## src/rtl/mips_ctrl_pkg.sv

```systemverilog
// Shared MIPS multi-cycle control definitions: opcodes, ALUOp codes, mux encodings, FSM states.
// MC_JUMP_SUPPORT_EN adds the JMP state for opcode 2; otherwise opcode 2 decodes as illegal.
package mips_ctrl_pkg;

    localparam logic [5:0] OP_RTYPE = 6'd0;
    localparam logic [5:0] OP_J     = 6'd2;
    localparam logic [5:0] OP_BEQ   = 6'd4;
    localparam logic [5:0] OP_ADDI  = 6'd8;
    localparam logic [5:0] OP_SLTI  = 6'd10;
    localparam logic [5:0] OP_ANDI  = 6'd12;
    localparam logic [5:0] OP_ORI   = 6'd13;
    localparam logic [5:0] OP_LW    = 6'd35;
    localparam logic [5:0] OP_SW    = 6'd43;

    localparam logic [1:0] ALUOP_ADD   = 2'b00;
    localparam logic [1:0] ALUOP_SUB   = 2'b01;
    localparam logic [1:0] ALUOP_FUNCT = 2'b10;
    localparam logic [1:0] ALUOP_ITYPE = 2'b11;

    localparam logic [1:0] SRCB_RT     = 2'b00;
    localparam logic [1:0] SRCB_FOUR   = 2'b01;
    localparam logic [1:0] SRCB_IMM    = 2'b10;
    localparam logic [1:0] SRCB_IMM_SH = 2'b11;

    localparam logic [1:0] PCSRC_ALU    = 2'b00;
    localparam logic [1:0] PCSRC_ALUOUT = 2'b01;
    localparam logic [1:0] PCSRC_JUMP   = 2'b10;

    typedef enum logic [3:0] {
        StRst    = 4'd0,
        StFetch  = 4'd1,
        StDecode = 4'd2,
        StMemAdr = 4'd3,
        StMemRd  = 4'd4,
        StMemWb  = 4'd5,
        StMemWr  = 4'd6,
        StRex    = 4'd7,
        StRwb    = 4'd8,
        StBeq    = 4'd9,
        StIex    = 4'd10,
        StIwb    = 4'd11
`ifdef MC_JUMP_SUPPORT_EN
        , StJmp  = 4'd12
`endif
    } mc_state_e;

    typedef struct packed {
        logic       pc_write;
        logic       pc_write_cond;
        logic       iord;
        logic       mem_read;
        logic       mem_write;
        logic       ir_write;
        logic       mem_to_reg;
        logic       reg_dst;
        logic       reg_write;
        logic       alu_src_a;
        logic [1:0] alu_src_b;
        logic [1:0] pc_source;
        logic [1:0] alu_op;
    } ctrl_t;

    // Successor of DECODE; StFetch marks an unsupported opcode.
    function automatic mc_state_e decode_next(input logic [5:0] opcode);
        mc_state_e nxt;
        case (opcode)
            OP_RTYPE:                          nxt = StRex;
            OP_LW, OP_SW:                      nxt = StMemAdr;
            OP_BEQ:                            nxt = StBeq;
            OP_ADDI, OP_SLTI, OP_ANDI, OP_ORI: nxt = StIex;
`ifdef MC_JUMP_SUPPORT_EN
            OP_J:                              nxt = StJmp;
`endif
            default:                           nxt = StFetch;
        endcase
        return nxt;
    endfunction

endpackage

```

## src/rtl/mc_main_control_if.sv

```systemverilog
// Control bus between the main control FSM (master) and the datapath/IR/memory side (slave).
interface mc_main_control_if;
    logic [5:0] Opcode;
    logic       Zero;
    logic       MemReady;
    logic       PCWrite;
    logic       PCWriteCond;
    logic       IorD;
    logic       MemRead;
    logic       MemWrite;
    logic       IRWrite;
    logic       MemtoReg;
    logic       RegDst;
    logic       RegWrite;
    logic       ALUSrcA;
    logic [1:0] ALUSrcB;
    logic [1:0] PCSource;
    logic [1:0] ALUOp;
    logic       IllegalOp;
    logic       MemTimeout;

    modport master (
        input  Opcode, Zero, MemReady,
        output PCWrite, PCWriteCond, IorD, MemRead, MemWrite, IRWrite, MemtoReg, RegDst,
               RegWrite, ALUSrcA, ALUSrcB, PCSource, ALUOp, IllegalOp, MemTimeout
    );

    modport slave (
        output Opcode, Zero, MemReady,
        input  PCWrite, PCWriteCond, IorD, MemRead, MemWrite, IRWrite, MemtoReg, RegDst,
               RegWrite, ALUSrcA, ALUSrcB, PCSource, ALUOp, IllegalOp, MemTimeout
    );
endinterface

```

## src/rtl/mc_ctrl_outdec.sv

```systemverilog
// Pure state -> control-word decode for the multi-cycle controller.
// MC_JUMP_SUPPORT_EN enables the JMP control word.
module mc_ctrl_outdec
    import mips_ctrl_pkg::*;
(
    input  mc_state_e state,
    output ctrl_t     ctrl
);

    always_comb begin
        ctrl = '0;
        case (state)
            StFetch: begin
                ctrl.mem_read  = 1'b1;
                ctrl.ir_write  = 1'b1;
                ctrl.pc_write  = 1'b1;
                ctrl.alu_src_b = SRCB_FOUR;
                ctrl.alu_op    = ALUOP_ADD;
                ctrl.pc_source = PCSRC_ALU;
            end
            StDecode: begin
                ctrl.alu_src_b = SRCB_IMM_SH;
                ctrl.alu_op    = ALUOP_ADD;
            end
            StMemAdr: begin
                ctrl.alu_src_a = 1'b1;
                ctrl.alu_src_b = SRCB_IMM;
                ctrl.alu_op    = ALUOP_ADD;
            end
            StMemRd: begin
                ctrl.mem_read = 1'b1;
                ctrl.iord     = 1'b1;
            end
            StMemWb: begin
                ctrl.reg_write  = 1'b1;
                ctrl.mem_to_reg = 1'b1;
            end
            StMemWr: begin
                ctrl.mem_write = 1'b1;
                ctrl.iord      = 1'b1;
            end
            StRex: begin
                ctrl.alu_src_a = 1'b1;
                ctrl.alu_src_b = SRCB_RT;
                ctrl.alu_op    = ALUOP_FUNCT;
            end
            StRwb: begin
                ctrl.reg_write = 1'b1;
                ctrl.reg_dst   = 1'b1;
            end
            StBeq: begin
                ctrl.alu_src_a     = 1'b1;
                ctrl.alu_src_b     = SRCB_RT;
                ctrl.alu_op        = ALUOP_SUB;
                ctrl.pc_write_cond = 1'b1;
                ctrl.pc_source     = PCSRC_ALUOUT;
            end
            StIex: begin
                ctrl.alu_src_a = 1'b1;
                ctrl.alu_src_b = SRCB_IMM;
                ctrl.alu_op    = ALUOP_ITYPE;
            end
            StIwb: begin
                ctrl.reg_write = 1'b1;
            end
`ifdef MC_JUMP_SUPPORT_EN
            StJmp: begin
                ctrl.pc_write  = 1'b1;
                ctrl.pc_source = PCSRC_JUMP;
            end
`endif
            default: ctrl = '0;
        endcase
    end

endmodule

```

## src/rtl/mc_main_control.sv

```systemverilog
// Multi-cycle MIPS main control FSM with memory-ready stall and per-access wait timeout.
// MC_JUMP_SUPPORT_EN adds the jump state for opcode 2.
module mc_main_control
    import mips_ctrl_pkg::*;
#(
    parameter int unsigned MAX_MEM_WAIT = 16,
    parameter int unsigned WAIT_W       = 5
) (
    input logic               clk,
    input logic               reset,
    mc_main_control_if.master bus
);

    mc_state_e   state_q, state_d;
    logic [WAIT_W-1:0] wait_q, wait_d;
    logic        timeout_q, timeout_d;
    logic        mem_wait;
    logic        expire;
    ctrl_t       ctrl;

    always_comb begin
        state_d  = state_q;
        mem_wait = 1'b0;
        case (state_q)
            StRst:    state_d = StFetch;
            StFetch: begin
                mem_wait = 1'b1;
                if (bus.MemReady) state_d = StDecode;
            end
            StDecode: state_d = decode_next(bus.Opcode);
            StMemAdr: state_d = (bus.Opcode == OP_LW) ? StMemRd : StMemWr;
            StMemRd: begin
                mem_wait = 1'b1;
                if (bus.MemReady) state_d = StMemWb;
            end
            StMemWr: begin
                mem_wait = 1'b1;
                if (bus.MemReady) state_d = StFetch;
            end
            StRex:    state_d = StRwb;
            StIex:    state_d = StIwb;
            default:  state_d = StFetch;
        endcase

        // MemReady on the last allowed cycle takes the normal path
        expire = mem_wait && !bus.MemReady && (wait_q == WAIT_W'(MAX_MEM_WAIT - 1));
        if (expire) state_d = StFetch;

        if (state_d != state_q || expire) begin
            wait_d = '0;
        end else if (mem_wait && !bus.MemReady) begin
            wait_d = wait_q + 1'b1;
        end else begin
            wait_d = wait_q;
        end
        timeout_d = timeout_q | expire;
    end

    always_ff @(posedge clk) begin
        if (reset) begin
            state_q   <= StRst;
            wait_q    <= '0;
            timeout_q <= 1'b0;
        end else begin
            state_q   <= state_d;
            wait_q    <= wait_d;
            timeout_q <= timeout_d;
        end
    end

    mc_ctrl_outdec u_outdec (
        .state (state_q),
        .ctrl  (ctrl)
    );

    logic fetch_hold;
    assign fetch_hold = (state_q == StFetch) && !bus.MemReady;

    assign bus.PCWrite     = ctrl.pc_write & ~fetch_hold;
    assign bus.IRWrite     = ctrl.ir_write & ~fetch_hold;
    assign bus.PCWriteCond = ctrl.pc_write_cond;
    assign bus.IorD        = ctrl.iord;
    assign bus.MemRead     = ctrl.mem_read;
    assign bus.MemWrite    = ctrl.mem_write;
    assign bus.MemtoReg    = ctrl.mem_to_reg;
    assign bus.RegDst      = ctrl.reg_dst;
    assign bus.RegWrite    = ctrl.reg_write;
    assign bus.ALUSrcA     = ctrl.alu_src_a;
    assign bus.ALUSrcB     = ctrl.alu_src_b;
    assign bus.PCSource    = ctrl.pc_source;
    assign bus.ALUOp       = ctrl.alu_op;
    assign bus.IllegalOp   = (state_q == StDecode) && (decode_next(bus.Opcode) == StFetch);
    assign bus.MemTimeout  = timeout_q;

endmodule

```

## src/flat_wrapper.sv

```systemverilog
// flat-port wrapper written by rule: the top's interface ports become plain ports
module mc_main_control_flat import mips_ctrl_pkg::*;
#(
    parameter int unsigned MAX_MEM_WAIT = 16,
    parameter int unsigned WAIT_W       = 5
)
  (clk, reset, bus_Opcode, bus_Zero, bus_MemReady, bus_PCWrite, bus_PCWriteCond, bus_IorD, bus_MemRead, bus_MemWrite, bus_IRWrite, bus_MemtoReg, bus_RegDst, bus_RegWrite, bus_ALUSrcA, bus_ALUSrcB, bus_PCSource, bus_ALUOp, bus_IllegalOp, bus_MemTimeout);
  mc_main_control_if bus_i ();
  input logic clk;
  input logic reset;
  input wire logic [$bits(bus_i.Opcode)-1:0] bus_Opcode;
  input wire logic [$bits(bus_i.Zero)-1:0] bus_Zero;
  input wire logic [$bits(bus_i.MemReady)-1:0] bus_MemReady;
  output wire logic [$bits(bus_i.PCWrite)-1:0] bus_PCWrite;
  output wire logic [$bits(bus_i.PCWriteCond)-1:0] bus_PCWriteCond;
  output wire logic [$bits(bus_i.IorD)-1:0] bus_IorD;
  output wire logic [$bits(bus_i.MemRead)-1:0] bus_MemRead;
  output wire logic [$bits(bus_i.MemWrite)-1:0] bus_MemWrite;
  output wire logic [$bits(bus_i.IRWrite)-1:0] bus_IRWrite;
  output wire logic [$bits(bus_i.MemtoReg)-1:0] bus_MemtoReg;
  output wire logic [$bits(bus_i.RegDst)-1:0] bus_RegDst;
  output wire logic [$bits(bus_i.RegWrite)-1:0] bus_RegWrite;
  output wire logic [$bits(bus_i.ALUSrcA)-1:0] bus_ALUSrcA;
  output wire logic [$bits(bus_i.ALUSrcB)-1:0] bus_ALUSrcB;
  output wire logic [$bits(bus_i.PCSource)-1:0] bus_PCSource;
  output wire logic [$bits(bus_i.ALUOp)-1:0] bus_ALUOp;
  output wire logic [$bits(bus_i.IllegalOp)-1:0] bus_IllegalOp;
  output wire logic [$bits(bus_i.MemTimeout)-1:0] bus_MemTimeout;
  assign bus_i.Opcode = bus_Opcode;
  assign bus_i.Zero = bus_Zero;
  assign bus_i.MemReady = bus_MemReady;
  assign bus_PCWrite = bus_i.PCWrite;
  assign bus_PCWriteCond = bus_i.PCWriteCond;
  assign bus_IorD = bus_i.IorD;
  assign bus_MemRead = bus_i.MemRead;
  assign bus_MemWrite = bus_i.MemWrite;
  assign bus_IRWrite = bus_i.IRWrite;
  assign bus_MemtoReg = bus_i.MemtoReg;
  assign bus_RegDst = bus_i.RegDst;
  assign bus_RegWrite = bus_i.RegWrite;
  assign bus_ALUSrcA = bus_i.ALUSrcA;
  assign bus_ALUSrcB = bus_i.ALUSrcB;
  assign bus_PCSource = bus_i.PCSource;
  assign bus_ALUOp = bus_i.ALUOp;
  assign bus_IllegalOp = bus_i.IllegalOp;
  assign bus_MemTimeout = bus_i.MemTimeout;
  mc_main_control #(.MAX_MEM_WAIT(MAX_MEM_WAIT), .WAIT_W(WAIT_W)) u_core (.clk(clk), .reset(reset), .bus(bus_i));
endmodule
```

## config.mk

```make
export PLATFORM = sky130hd
export DESIGN_NAME = mc_main_control_flat
export DESIGN_NICKNAME = d
export VERILOG_FILES = /design/src/rtl/mips_ctrl_pkg.sv /design/src/rtl/mc_main_control_if.sv /design/src/rtl/mc_ctrl_outdec.sv /design/src/rtl/mc_main_control.sv /design/src/flat_wrapper.sv
export SDC_FILE = /design/constraint.sdc
export NUM_CORES = 1
export LEC_CHECK = 0
export CAP_MARGIN = 15
export CORE_AREA = 2 2 45 57
export DETAILED_ROUTE_END_ITERATION = 8
export DIE_AREA = 0 0 47 59
export PLACE_DENSITY = 0.76
export SYNTH_ARGS = -nofsm -noshare
export SYNTH_HDL_FRONTEND = slang
export SYNTH_HIERARCHICAL = 1
export SYNTH_SLANG_ARGS = --single-unit
```

## constraint.sdc

```tcl
create_clock -name clk -period 2.4 [get_ports clk]
set_input_delay 0.48 -clock clk [delete_from_list [all_inputs] [get_ports clk]]
set_output_delay 0.48 -clock clk [all_outputs]
set_load 0.1 [all_outputs]
```

======== Word-level counts from Yosys, hierarchy flattened ========
Index checks and enable logic that the tools add are counted.
storage, ports and cells
  input bits .............................. 10
  output and inout port bits .............. 18
  word-level logic and storage cells ...... 64
  bits in registers ....................... 10
operators by class
  eq/ne operators ......................... 21
  add/subtract/negate cells ............... 1
  bitwise logic cells ..................... 3
  reduce and logical (&&, ||, !) cells .... 16
  multiplexer cells ....................... 20
operator list
  kind                 count
  $pmux 4 s7           1
  $eq 6x4->1 const B   4
  $eq 4x3->1 const B   4
  $eq 4x4->1 const B   4
  $mux 4               4
  $pmux 4 s4           1
  $eq 6x6->1 const B   2
  $pmux 2 s3           2
  $mux 1               11
  $reduce_or 2->1      5
  $eq 4x1->1 const B   2
  $eq 4x2->1 const B   2
  $reduce_or 4->1      2
  $eq 6x3->1 const B   1
  $logic_not 6->1      1
  $reduce_or 3->1      2
  $add 5x1->5 const B  1
  $eq 5x4->1 const B   1
  $logic_and 1x1->1    4
  $ne 4x4->1           1
  $mux 2               1
  $and 1x1->1          1
  $logic_not 1->1      1
  $logic_or 1x1->1     1
  other kinds (2)      2

======== Depth between registers and ports, before layout ========
  depth in word-level cells ............... 9
  mapped depth ............................ 8
  gate-level depth less buffers ........... 8

======== Cells and area by module ========
The synthesis kept the hierarchy.
modules (own cells, without submodules)
  module           seq. area each (um^2)  cells each  instances  area each (um^2)
  mc_main_control  200.2                  109         1          830.8
  mc_ctrl_outdec   0.0                    30          1          183.9

======== Least setup slack after synthesis ========
Ideal clock, no wire load.
  path type ............................... flip-flop to output port
  start point ............................. reg u_core.state_q[1]
  end point ............................... out bus_ALUSrcB[1]
  required time ........................... 1.920 ns
  setup slack ............................. -0.986 ns
  arrival time ............................ 2.906 ns
  stages on the path, launching flop included .. 4
  path buffers ............................ 1
  cell sequence ........................... dfxtp_1 -> buf_2 -> inv_1 -> a211oi_1
between the ends
  longest elaborated chain between the ends .. 3
  elaborated cells on any way between the ends .. 6
  classes of those cells .................. eq/ne: 4; mux: 1; reduce/logical: 1
RTL lines
  item                                             line                   text
  from (decl)                                      mc_main_control.sv:14  mc_state_e state_q, state_d;
  from (signal assigned)                           mc_main_control.sv:61  state_q <= StRst;
  from (signal assigned)                           mc_main_control.sv:65  state_q <= state_d;
  $eq 4x2->1 / $eq 4x4->1 (equally long branches)  mc_ctrl_outdec.sv:12   case (state)
  $reduce_or 2->1 (no source line)                 -
  $pmux 2 s3 (*)                                   mc_ctrl_outdec.sv:12
  to (decl)                                        flat_wrapper.sv:24     output wire logic [$bits(bus_i.ALUSrcB)-1:0] bus_ALUSrcB;
Mark *: on every way between the ends. The rest lies on a longest branch, timed or not.

======== Worst setup path after layout ========
  start point ............................. in bus_Opcode[3]
  end point ............................... out bus_IllegalOp
between the ends
  longest elaborated chain between the ends .. 5
  elaborated cells on any way between the ends .. 13
  classes of those cells .................. eq/ne: 8; mux: 1; reduce/logical: 4
RTL lines
  item                                                       line                   text
  from (decl)                                                flat_wrapper.sv:11     input wire logic [$bits(bus_i.Opcode)-1:0] bus_Opcode;
  $eq 6x4->1 / $eq 6x6->1 (equally long branches)            mips_ctrl_pkg.sv:66    case (opcode)
  $reduce_or 4->1 / $reduce_or 2->1 (equally long branches)  mips_ctrl_pkg.sv:66
  $pmux 4 s4 (*)                                             mips_ctrl_pkg.sv:66
  $eq 4x1->1 (*)                                             mc_main_control.sv:92  assign bus.IllegalOp = (state_q == StDecode) && (decode_next(bus.Opcode) == StFetch);
  $logic_and 1x1->1 (*)                                      mc_main_control.sv:92
  to (decl)                                                  flat_wrapper.sv:27     output wire logic [$bits(bus_i.IllegalOp)-1:0] bus_IllegalOp;
Marks and branches as above.

==> flow_summary.yaml <==
logic_synthesis:
  synthArstFlopShare_pct: 0
  syn_avg_cell_area_um2: 7.30
  synth_area_leader_cell: "dfxtp_1"
  ys_types: 47
  synth_warnings: 6
  ys_ff_latch: 10
  syn_nets: 151
  syn_inst: 139
  synth_edf_count: 0
  synth_top_area_share_pct: 19.7
  netlist_area_mm2: 0.00101
  ys_seq_area_share_pct: 19.7
  synth_flop_cell: "dfxtp_1"
  synthTopCellsByArea: "dfxtp_1 (20%), nor3_1 (6.4%), a21oi_1 (5.9%)"
run_status:
  status: "finished, final reports clean"
worst_setup_path:
  critPathLaunchType: "primary input"
  cp_max_fo: 6
  r2r-start: "u_core/wait_q[0]"
  critPathBufInv: 2
  crit_chain: "clkdlybuf4s50_1, nand2b_1, o22ai_1, nand2_1, nand2_1, a21oi_2, buf_12"
  cpMaxStageDelayCell: "clkdlybuf4s50_1"
  crit_family: "buffers and inverters"
  crit_type: "primary input to output pin"
  cp_data_required_time_ns: 1.92
  cp.arrival_ns: 1.81
  rrSetupSlack_ns: 0.12
  path_common_cell: "nand2_1"
  critPathCaptureType: "output pin"
  crit_path_start: "bus_Opcode[3]"
  cp_slowest_stage_delay_ns: 0.56
global_route:
  antenna_found_initial: 0
  grt_use_total_pct: 19.7
  grt_max_degree: 19
  grt_first_pass_wirelength_um: 4090
  grt_pass1_vias: 987
  grt-ovfl-total: 0
finish:
  fillers: 196
  n_antenna_cell: 0
  design_area_mm2: 0.00151
  final_nets: 176
  finalNonFillerCells: 193
  drive_gt1_share_pct: 26.5
  final_util_pct: 69.2
  layout.cells.most_common: "buf_12"
  layout_common_cells: "buf_12 (16), a21oi_1 (11), buf_4 (10), nor2_1 (10), dfxtp_1 (10)"
  area_growth_pct: 49.2
clocking:
  cts_tree: "built"
  cts_root_buf: "clkbuf_4"
  clk_path_buf_depth: 2
  cts_setup_buffers: 0
  clk_latency_ns: 0.26
  numClockSinks: 10
  htreeDepth: 1
  numCtsBuffers: 3
  clk_pin_slew_worst_paths_ns: 0.06
timing:
  max_freq_ghz: 0.436
  relSlewSlack_pct: 64.8
  hold_viol_final: 0
  worst_hold_slack_ns: 0.492
  rsz0062_at_grt: "false"
  fin_skew_ns: 0.00520
  setup_violations: 0
  worst_pin_slew_ns: 0.528
  fin_crit_sh_pct: 95.5
  period_needed_ns: 2.29
  drv_slew: 0
floorplanning:
  dieArea_mm2: 0.00277
  die_h_um: 59
  core_area_mm2: 0.00219
  start_util_pct: 46.4
  die_w_um: 47
  boundaryPins: 28
  fp-row-count: 19
place:
  dpl.cell_count: 190
  hpwl_um: 2010
  port_buffers: 25
  gp_routability_congestion: 0.811
  dpl-instance-area_mm2: 0.00149
hold_path:
  worstHoldStart: "u_core/bus.MemTimeout"
  holdCritPathClass: "register to register"
power:
  p_seq_share_pct: 31.9
  powerDensity_mw_per_mm2: 373
  leakage_nw: 0.543
  power.switching_w: 0.000232
  power_w: 0.000564
  vdd_drop_max_mv: 0.398
  cell_internal_pwr_w: 0.000332
  sw_frac_of_total_pct: 41.2
  p_comb_share_pct: 48.5
  clock_power_share_pct: 19.6
route:
  viasPerCell: 5.63
  drt_iter0_markers: 14
  finalWirelength_um: 2450
  wl_per_cell_um: 12.7
  drt-pass1-iter-count: 4
  antenna_left: 0
  route.detailed.drc: 0
  dr_total_vias: 1086
flow_run:
  drv_cap: 0
-- worst reg2reg max path, delay by kind of cell (launching register included) --
family          cells  cell delay, ns
flops               1            0.33
simple gates        2            0.29
fa+ha+maj           2            0.44
compound gates      4            1.13
-- worst paths after layout --
path	end	cells past startpoint
worst max-delay path	bus_IllegalOp	7
worst min register to register	u_core/bus.MemTimeout	2
worst max register to register	u_core/wait_q[4]	8
worst min-delay path	u_core/bus.MemTimeout	2
-- registers in the layout, indices dropped and copies added, names as in the netlist --
register	cells
u_core/wait_q	5
u_core/state_q	4
u_core/bus.MemTimeout	1
-- routing by layer --
metal | vias up | wire, µm | GRT usage [%]
met4 | 0 | 53 | 11.9
met2 | 31 | 1310 | 33.3
li1 | 546 | - | -
met3 | 5 | 115 | 2.44
met1 | 504 | 973 | 22.7
met5 | - | 0 | 0
-- layout make-up --
class	count	area, µm²	area share [%]
clock buffer	3	22.5	1.49
timing repair buffer	34	480	31.7
tap	31	38.8	2.56
sequential	10	200	13.2
inverter	4	15.0	0.992
multi-input combinational	111	757	50.0
-- power by group through the flow --
stage | Clock, W | Sequential [W] | Combinational (W)
6_report | 0.000111 | 0.000180 | 0.000273
2_1_floorplan | 0 | 0.000177 | 0.000197
3_5_place_dp | 0 | 0.000184 | 0.000274
5_1_grt | 0.000122 | 0.000182 | 0.000289
4_1_cts | 0.000119 | 0.000180 | 0.000275
3_3_place_gp | 0 | 0.000183 | 0.000269
-- stage by stage --
step	setup slack, ns	setup TNS, ns
after detailed placement	0.0513	0
final	0.107	0
after CTS	0.0481	0
after floorplan	-0.198	-0.387
after global placement	0.104	0
after global routing	0.00849	0
-- synthesized netlist by cell type, drive strengths merged, types with 3 or more instances --
library cell,number
and2,3
o22ai,4
inv,4
nor2b,5
nand2b,7
xor2,3
nand2,8
clkbuf,3
nor2,12
buf,11
nor3,13
a21oi,13
xnor2,3
nand3b,3
o21ai,6
dfxtp,10
-- logic make-up (layout without fill, tap and decap cells) --
group,Yosys count,after routing,synth area share (%)
compound gates,37,37,26.6
xor+xnor,6,6,5.18
fa+ha+maj,2,2,2.47
buf+inv,18,41,10.1
flops,10,10,19.7
mux,1,1,0.986
other cells,1,1,0.370
simple gates,64,64,34.5
-- timing repair --
action                                  CTS  global route
gates resized for setup                   0             3
endpoints found under the setup margin    0             1
hold buffers                              0             0
No activity file was read; power rests on OpenSTA's default activity.
